$ cat config.mk
export PLATFORM = sky130hd
export DESIGN_NAME = sfifo_wr_arbiter
export DESIGN_NICKNAME = d
export VERILOG_FILES = /design/src/rtl/sfifo_wr_arbiter.sv
export SDC_FILE = /design/constraint.sdc
export NUM_CORES = 1
export LEC_CHECK = 0
export ABC_AREA = 1
export CORE_MARGIN = 5
export CORE_UTILIZATION = 35
export DETAILED_ROUTE_END_ITERATION = 12
export SLEW_MARGIN = 20
export SYNTH_ARGS = -nofsm -noshare
export SYNTH_HDL_FRONTEND = slang
export SYNTH_SLANG_ARGS = --single-unit
$ cat constraint.sdc
create_clock -name clk -period 1.9 [get_ports clk]
set_input_delay 0.38 -clock clk [delete_from_list [all_inputs] [get_ports clk]]
set_output_delay 0.38 -clock clk [all_outputs]
set_load 0.005 [all_outputs]
$ cat src/rtl/sfifo_wr_arbiter.sv
// +--------------------------------------------------------------------------+
// | sfifo_wr_arbiter                                                         |
// | Round-robin, packet-locked arbiter sharing one FIFO write port.          |
// | Revision: 1.0                                                            |
// +--------------------------------------------------------------------------+
`default_nettype none
`timescale 1ns/1ps

module sfifo_wr_arbiter #(
  parameter int WIDTH        = 8,
  parameter int N_REQ        = 4,
  parameter int MAX_BURST    = 16,
  parameter int IDLE_TIMEOUT = 8
) (
  input  logic                   clk,
  input  logic                   resetn,
  input  logic [N_REQ-1:0]       i_req_valid,
  input  logic [N_REQ*WIDTH-1:0] i_req_data,
  input  logic [N_REQ-1:0]       i_req_last,
  output logic [N_REQ-1:0]       o_req_ready,
  output logic [WIDTH-1:0]       o_wdata,
  output logic                   o_wreq,
  input  logic                   i_fifo_wready,
  output logic [N_REQ-1:0]       o_grant,
  output logic                   o_busy,
  output logic                   o_trunc
);

  localparam int                 c_pw        = (N_REQ > 1) ? $clog2(N_REQ) : 1;
  localparam logic [c_pw:0]      c_nreq      = (c_pw + 1)'(N_REQ);
  localparam logic [c_pw-1:0]    c_last_idx  = c_pw'(N_REQ - 1);
  localparam logic [N_REQ-1:0]   c_one       = N_REQ'(1);
  localparam logic [7:0]         c_max_burst = 8'(MAX_BURST);
  localparam logic [7:0]         c_idle_max  = 8'(IDLE_TIMEOUT);

  typedef enum logic [0:0] {
    ST_IDLE = 1'b0,
    ST_LOCK = 1'b1
  } state_t;

  state_t            state_q, state_d;
  logic [c_pw-1:0]   rr_ptr_q, rr_ptr_d;
  logic [c_pw-1:0]   owner_q, owner_d;
  logic [7:0]        beat_cnt_q, beat_cnt_d;
  logic [7:0]        idle_cnt_q, idle_cnt_d;
  logic              trunc_q, trunc_d;
  logic [WIDTH-1:0]  wdata_q, wdata_d;

  logic              w_lock;
  logic              w_owner_valid;
  logic              w_owner_last;
  logic              w_xfer;
  logic [N_REQ-1:0]  w_onehot;
  logic [WIDTH-1:0]  w_owner_data;
  logic [7:0]        w_beat_inc;
  logic [7:0]        w_idle_inc;
  logic              w_rel_norm;
  logic              w_rel_burst;
  logic              w_rel_idle;
  logic [c_pw-1:0]   w_pick;
  logic              w_found;
  logic [c_pw:0]     w_idx;

  // First valid requester at or after rr_ptr, wrapping at N_REQ.
  always_comb begin
    w_pick  = rr_ptr_q;
    w_found = 1'b0;
    w_idx   = '0;
    for (int i = 0; i < N_REQ; i++) begin
      w_idx = {1'b0, rr_ptr_q} + (c_pw + 1)'(i);
      if (w_idx >= c_nreq) begin
        w_idx = w_idx - c_nreq;
      end
      if (!w_found && i_req_valid[w_idx[c_pw-1:0]]) begin
        w_found = 1'b1;
        w_pick  = w_idx[c_pw-1:0];
      end
    end
  end

  assign w_lock        = (state_q == ST_LOCK);
  assign w_owner_valid = i_req_valid[owner_q];
  assign w_owner_last  = i_req_last[owner_q];
  assign w_owner_data  = i_req_data[int'(owner_q) * WIDTH +: WIDTH];
  assign w_onehot      = c_one << owner_q;
  assign w_xfer        = w_lock & w_owner_valid & i_fifo_wready;
  assign w_beat_inc    = (beat_cnt_q == 8'hFF) ? beat_cnt_q : beat_cnt_q + 8'd1;
  assign w_idle_inc    = (idle_cnt_q == 8'hFF) ? idle_cnt_q : idle_cnt_q + 8'd1;

  // A last on the final allowed beat is a normal release, not a truncation.
  assign w_rel_norm  = w_xfer & w_owner_last;
  assign w_rel_burst = w_xfer & ~w_owner_last & (w_beat_inc >= c_max_burst);
  assign w_rel_idle  = w_lock & ~w_owner_valid & (w_idle_inc >= c_idle_max);

  assign o_req_ready = (w_lock && i_fifo_wready) ? w_onehot : '0;
  assign o_grant     = w_lock ? w_onehot : '0;
  assign o_busy      = w_lock;
  assign o_wreq      = w_xfer;
  assign o_wdata     = w_xfer ? w_owner_data : wdata_q;
  assign o_trunc     = trunc_q;

  always_comb begin
    state_d    = state_q;
    rr_ptr_d   = rr_ptr_q;
    owner_d    = owner_q;
    beat_cnt_d = beat_cnt_q;
    idle_cnt_d = idle_cnt_q;
    trunc_d    = 1'b0;
    wdata_d    = wdata_q;

    case (state_q)
      ST_IDLE: begin
        if (w_found) begin
          owner_d    = w_pick;
          beat_cnt_d = 8'd0;
          idle_cnt_d = 8'd0;
          state_d    = ST_LOCK;
        end
      end
      ST_LOCK: begin
        if (w_xfer) begin
          beat_cnt_d = w_beat_inc;
          idle_cnt_d = 8'd0;
          wdata_d    = w_owner_data;
        end else if (!w_owner_valid) begin
          idle_cnt_d = w_idle_inc;
        end else begin
          // Owner is presenting data but the FIFO is full: not idle.
          idle_cnt_d = 8'd0;
        end

        if (w_rel_norm || w_rel_burst || w_rel_idle) begin
          state_d    = ST_IDLE;
          rr_ptr_d   = (owner_q == c_last_idx) ? '0 : owner_q + c_pw'(1);
          beat_cnt_d = 8'd0;
          idle_cnt_d = 8'd0;
          trunc_d    = ~w_rel_norm;
        end
      end
      default: state_d = ST_IDLE;
    endcase
  end

  always_ff @(posedge clk or negedge resetn) begin
    if (!resetn) begin
      state_q    <= ST_IDLE;
      rr_ptr_q   <= '0;
      owner_q    <= '0;
      beat_cnt_q <= 8'd0;
      idle_cnt_q <= 8'd0;
      trunc_q    <= 1'b0;
      wdata_q    <= '0;
    end else begin
      state_q    <= state_d;
      rr_ptr_q   <= rr_ptr_d;
      owner_q    <= owner_d;
      beat_cnt_q <= beat_cnt_d;
      idle_cnt_q <= idle_cnt_d;
      trunc_q    <= trunc_d;
      wdata_q    <= wdata_d;
    end
  end

endmodule

`default_nettype wire

==> results of run 1 <==
-- layer usage --
metal,vias up,part of all wire [%]
met5,-,0
met1,1230,41
met2,60,49
met3,8,8.6
li1,1386,-
met4,0,1.1
-- state kept, by name, indices dropped and copies added, names as in the netlist --
register and flops:
idle_cnt_q 8, rr_ptr_q 2, owner_q 2, o_busy 1, wdata_q 8, o_trunc 1, beat_cnt_q 8
-- power by group --
group | internal (mW) | total, mW | switching, mW
clock | 0.292 | 0.543 | 0.251
sequential | 0.827 | 1.01 | 0.179
combinational | 1.89 | 3.86 | 1.97
total | 3.00 | 5.40 | 2.40
-- area by class of cell --
type | instances | area [um^2] | share of cell area [%]
Multi-Input combinational cell | 273 | 1630 | 41.7
Timing Repair Buffer | 128 | 1140 | 29.1
Sequential cell | 30 | 754 | 19.3
Inverter | 50 | 200 | 5.12
Tap cell | 77 | 96.3 | 2.46
Clock buffer | 7 | 86.3 | 2.21
Clock inverter | 1 | 5.00 | 0.128
-- layout by cell type, fill, tap and decap left out, types with 14 or more instances in the layout --
cell type / n
nor2_2: 14
inv_1: 41
o21ai_1: 14
nand2_2: 26
dfrtp_1: 27
buf_6: 17
nand2_1: 89
nand3_1: 17
clkdlybuf4s50_1: 39
buf_4: 48
nor2_1: 37
-- kinds of logic after synthesis --
logic type / Yosys count
compound gates: 54
xor+xnor: 6
fa+ha+maj: 6
buf+inv: 58
flops: 30
mux: 1
simple gates: 206
-- metrics by stage --
step | power, mW | worst slack (ps) | cells
3_5_place_dp | 3.75 | -610 | 522
5_1_grt | 5.86 | -295 | 566
6_report | 5.40 | -211 | 566
4_1_cts | 4.60 | -206 | 556
2_1_floorplan | 2.56 | 246 | 361
3_3_place_gp | 3.74 | -579 | 522
-- timing repair --
action	CTS	global route
cloned	0	1
setup endpoints to repair	17	39
buffers inserted	28	10
pin swaps	14	34
resized for setup	89	108
-- critical path: cells and delay by family (launching register included) --
| kind | cells | cell delay, ps |
|---|---|---|
| AOI/OAI and AO/OA | 2 | 240 |
| buffers and inverters | 4 | 460 |
| DFF | 1 | 480 |
| and+or+nand+nor | 4 | 260 |
-- how the worst min path moves through the flow --
stage | to | slack, ps | from | depth (start not counted)
floorplan | beat_cnt_q[0] | 80 | resetn | 0
global placement | wdata_q[1] | 460 | wdata_q[1] | 2
detailed placement | wdata_q[1] | 460 | wdata_q[1] | 2
CTS | wdata_q[1] | 470 | wdata_q[1] | 2
global route | wdata_q[4] | 480 | wdata_q[4] | 2
finish | wdata_q[4] | 480 | wdata_q[4] | 2
==> flow_summary.json, run 1 <==
{
  "antennaDiodeCount": 0,
  "grt_pass1_wl_mm": 11.1,
  "reg2reg_slack_ps": -170,
  "fin_tns_setup_ps": -1240,
  "routed_wl_mm": 7.23,
  "vias": 2684,
  "cts.path.max_buffers": 2,
  "cts_tree": "built",
  "coreArea_um2": 6390,
  "syn2layout_area_growth_pct": 69.8,
  "period_share_pct": 111,
  "hp-class": "reg -> reg",
  "reg2reg_to": "wdata_q[7]",
  "avgSynthCellArea_um2": 6.38,
  "grtUsageMet1_pct": 19.0,
  "rsz0062_at_grt": "yes",
  "drive_gt1_share_pct": 37.6,
  "first_pass_iters": 4,
  "cts.sinks": 30,
  "relSlewSlack_pct": 73.7,
  "cts.reportedPaths.clkPinSlew_ps": 70,
  "synth_top_family_by_area": "simple AND/OR/NAND/NOR gates",
  "drv_cap": 0,
  "path_cells": "a21oi_2 -> o21ai_2 -> nand2_2 -> nor2_4 -> buf_6 -> buf_6 -> buf_6 -> nand2_4 -> nand2_2 -> buf_2",
  "initial_utilization_pct": 36.1,
  "cts_hold_buffers": 0,
  "drtIter0Drc": 85,
  "worstSkewPairLatency_ps": 280,
  "ff2ff_path_depth": 14,
  "ys_top_cells_by_area": "dfrtp_1, nand2_1, inv_1",
  "rows": 29,
  "cp_max_fo": 7,
  "drcViolationCount": 0,
  "die_w_um": 91.1,
  "die_y_um": 91.1,
  "synthesis.instances": 361,
  "overflow": 0,
  "grt_util_met3_pct": 6.78,
  "required_ps": 1520,
  "synth-compound-area-share_pct": 12.8,
  "muxShareOfSynthArea_pct": 0.489,
  "grt_pass1_vias": 2539,
  "placement.io_buffers": 61,
  "p_leak_nw": 2.02,
  "met2_usage_pct": 26.7,
  "grt_usage_pct": 16.1,
  "ys.flop_type": "dfrtp_1",
  "vdd_drop_max_uv": 917,
  "cts_buffers": 5,
  "ant_nets": 0,
  "synth_area_um2": 2300,
  "fin_util_pct": 61.2,
  "startpoint": "owner_q[0]",
  "setup_viol": 11,
  "cts_root_buf": "clkbuf_8",
  "fin_nets": 537,
  "placedInstanceArea_um2": 3210,
  "cp_common_cell": "buf_6",
  "rr_startpoint": "owner_q[0]",
  "grt_max_degree": 31,
  "synth_edf_count": 0,
  "yosys_warnings": 0,
  "synthSimpleGateAreaFrac_pct": 38.4,
  "max_stage_delay_ps": 480,
  "yosys.area_share.adder_pct": 3.26,
  "fin_ws_ps": -211,
  "criticalPathCategory": "reg -> out",
  "dp_hpwl_mm": 4.96,
  "slew_violations": 0,
  "synthArstFlopShare_pct": 100,
  "antenna_found_initial": 0,
  "hold_violations": 0,
  "violations": "negative setup slack",
  "synth_top_area_share_pct": 32.6,
  "yosysMostFrequentCell": "nand2_1",
  "seq_area_frac_synth_pct": 32.6,
  "fmax_mhz": 474,
  "synth_top_area_cell": "dfrtp_1",
  "outcome": "finished with violations",
  "synth_nets": 410,
  "nFillCells": 575,
  "ys_ff_latch": 30,
  "die-area_um2": 8300,
  "critPathArrivalTime_ps": 1730,
  "vias_per_cell": 4.74,
  "synth_xor_area_share_pct": 2.28,
  "yosysUniqueCellTypes": 28,
  "cts_max_level": 2,
  "clock_skew_ps": 2.82,
  "powerDensity_nw_per_um2": 1380,
  "grt_busiest_layer": "met2",
  "stdcell_area_um2": 3910,
  "fin_hold_ws_ps": 479,
  "finalCriticalPeriod_ps": 2110,
  "gp_congestion": 0.826,
  "crit_slowest_cell": "dfrtp_2",
  "boundaryPins": 62,
  "cp-start-kind": "flip-flop",
  "wl_per_cell_um": 12.8,
  "synth_common_cells": "nand2_1, inv_1, nor2_1",
  "end_kind": "output pin",
  "tightest_slew_ps": 395,
  "crit_path_end": "o_wdata[7]"
}
No activity file was read; power rests on OpenSTA's default activity.
==> inputs of run 2 (changes only) <==
- DONT_BUFFER_PORTS: unset -> 1
==> run 2 against run 1 <==
Compared with the run above: the run now ends clean; combinational power fell by 39%; setup slack better by 250 ps; register-to-register slack better by 330 ps; clock skew rose by 4.7 ps; die area stayed put; core utilization decreased by 18 points; first-iteration DRC count up 24%; via count down 14%; sequential power barely moved; non-clock buffer count down 101; critical path type unchanged.
==> flow_summary.json, run 2 (same netlist as run 1, synthesis figures left out) <==
{
  "ff2ff_path_depth": 11,
  "setup_viol": 0,
  "p_leak_nw": 1.43,
  "finalCriticalPeriod_ps": 1860,
  "rows": 29,
  "wl_met2_mm": 2.83,
  "critPathArrivalTime_ps": 1480,
  "die_w_um": 91.1,
  "topRoutingLayerUsed": "met4",
  "vdd_drop_max_uv": 886,
  "antennaDiodeCount": 0,
  "fin_ws_ps": 42.7,
  "antenna_found_initial": 0,
  "outcome": "complete, no violations",
  "relSlewSlack_pct": 81.4,
  "cts_max_level": 2,
  "initial_utilization_pct": 36.1,
  "drive_gt1_share_pct": 20.6,
  "drcViolationCount": 0,
  "startpoint": "owner_q[0]",
  "die-area_um2": 8300,
  "wl_met3_um": 363,
  "p_clk_share_pct": 14.1,
  "sw_frac_of_total_pct": 47.9,
  "wl_met1_mm": 2.71,
  "clock_skew_ps": 7.52,
  "stdcell_area_um2": 2740,
  "drv_cap": 0,
  "ant_nets": 0,
  "dp_hpwl_mm": 4.53,
  "cts.sinks": 30,
  "cts_buffers": 5,
  "syn2layout_area_growth_pct": 19.1,
  "placedInstanceArea_um2": 2460,
  "routed_wl_mm": 5.99,
  "hp-class": "in -> reg",
  "die_y_um": 91.1,
  "placement.io_buffers": 0,
  "vias_per_cell": 4.95,
  "vias": 2300,
  "intPower_mw": 2.05,
  "grt_usage_pct": 14.6,
  "rr_startpoint": "idle_cnt_q[0]",
  "wl_per_cell_um": 12.9,
  "fmax_mhz": 538,
  "mostFrequentLayoutCell": "nand2_1",
  "grt_pass1_wl_mm": 10.1,
  "tightest_slew_ps": 276,
  "criticalPathCategory": "reg -> out",
  "crit_path_end": "o_wdata[5]",
  "slew_violations": 0,
  "period_share_pct": 97.8,
  "layoutNonFillerInstCount": 465,
  "cts.path.max_buffers": 2,
  "first_pass_iters": 4,
  "net-switching-power_mw": 1.88,
  "cts_tree": "built",
  "pre_cts_slack_ps": 119,
  "drtIter0Drc": 105,
  "min_path_cells": 2,
  "cp_max_fo": 8,
  "dp_cells": 444,
  "required_ps": 1520,
  "fin_nets": 436,
  "powerDensity_nw_per_um2": 1430,
  "gp_congestion": 0.870,
  "fin_hold_ws_ps": 360,
  "cp-start-kind": "flip-flop",
  "p_seq_share_pct": 25.6,
  "reg2reg_slack_ps": 160,
  "final_cell_mix": "nand2_1, inv_1, nor2_1, dfrtp_1, buf_4",
  "worstSkewPairLatency_ps": 280,
  "reg2reg_to": "rr_ptr_q[0]",
  "coreArea_um2": 6390,
  "grt_max_degree": 31,
  "overflow": 0,
  "rsz0062_at_grt": "yes",
  "reg_top3": "beat_cnt_q: 8 flops, idle_cnt_q: 8 flops, wdata_q: 8 flops",
  "comb_power_share_pct": 60.4,
  "cts_root_buf": "clkbuf_8",
  "end_kind": "output pin",
  "boundaryPins": 62,
  "hold_violations": 0,
  "grt_pass1_vias": 2210,
  "cts.reportedPaths.clkPinSlew_ps": 70
}
[run 2: changes by cell type in the layout (fill, tap and decap cells not counted), moves of 11 or more]
cell and change:
buf_6 -14, buf_4 -27, nand2_1 +20, clkdlybuf4s50_1 -39, buf_2 -11, nand2_2 -11
[run 2: layer usage]
metal / vias to the layer above / global-route usage (%)
met5: - / 0
met4: 0 / 3.30
met3: 8 / 4.46
met2: 64 / 24.6
met1: 1041 / 18.2
li1: 1187 / -
[run 2: how the worst min path moves through the flow]
| stage | start | to | slack [ps] |
|---|---|---|---|
| after floorplan | resetn | beat_cnt_q[0] | 80 |
| after global placement | resetn | idle_cnt_q[6] | 90 |
| after detailed placement | resetn | idle_cnt_q[6] | 90 |
| after CTS | i_fifo_wready | beat_cnt_q[1] | 370 |
| after global routing | i_fifo_wready | beat_cnt_q[1] | 390 |
| final | i_fifo_wready | beat_cnt_q[1] | 360 |
[run 2: timing repair]
item	in CTS	in global routing
endpoints found under the setup margin	9	21
hold buffers	2	0
gates resized for setup	16	20
pin swaps	2	5
buffers inserted	7	4
hold endpoints to repair	30	0
[run 2: layout make-up]
class                           instances  area, um^2
Clock buffer                            6        82.6
Inverter                               50         190
Tap cell                               77        96.3
Multi-Input combinational cell        273        1370
Fill cell                             656        3640
Timing Repair Buffer                   27         236
Sequential cell                        30         754
Clock inverter                          2        12.5
[run 2: power groups by stage]
stage,combinational (mW),sequential (mW),clock [mW]
2_1_floorplan,1.62,0.942,0
3_3_place_gp,2.05,1.00,0
3_5_place_dp,2.08,1.01,0
4_1_cts,2.29,1.00,0.565
5_1_grt,2.69,1.03,0.596
6_report,2.37,1.01,0.553
[run 2: per-stage QoR]
stage / power [mW] / utilization (%) / TNS, ps
6_report: 3.93 / 42.9 / 0
5_1_grt: 4.31 / 42.9 / -403
4_1_cts: 3.86 / 41.9 / 0
3_5_place_dp: 3.09 / 38.5 / 0
3_3_place_gp: 3.06 / 38.5 / 0
2_1_floorplan: 2.56 / - / 0
[run 2: critical path: stages (launching register included)]
cell and delay [ps]:
dfrtp_2 490, o21ai_2 160, nand2_2 90, nor2_4 150, buf_6 140, nand2_1 80, nand2_2 90
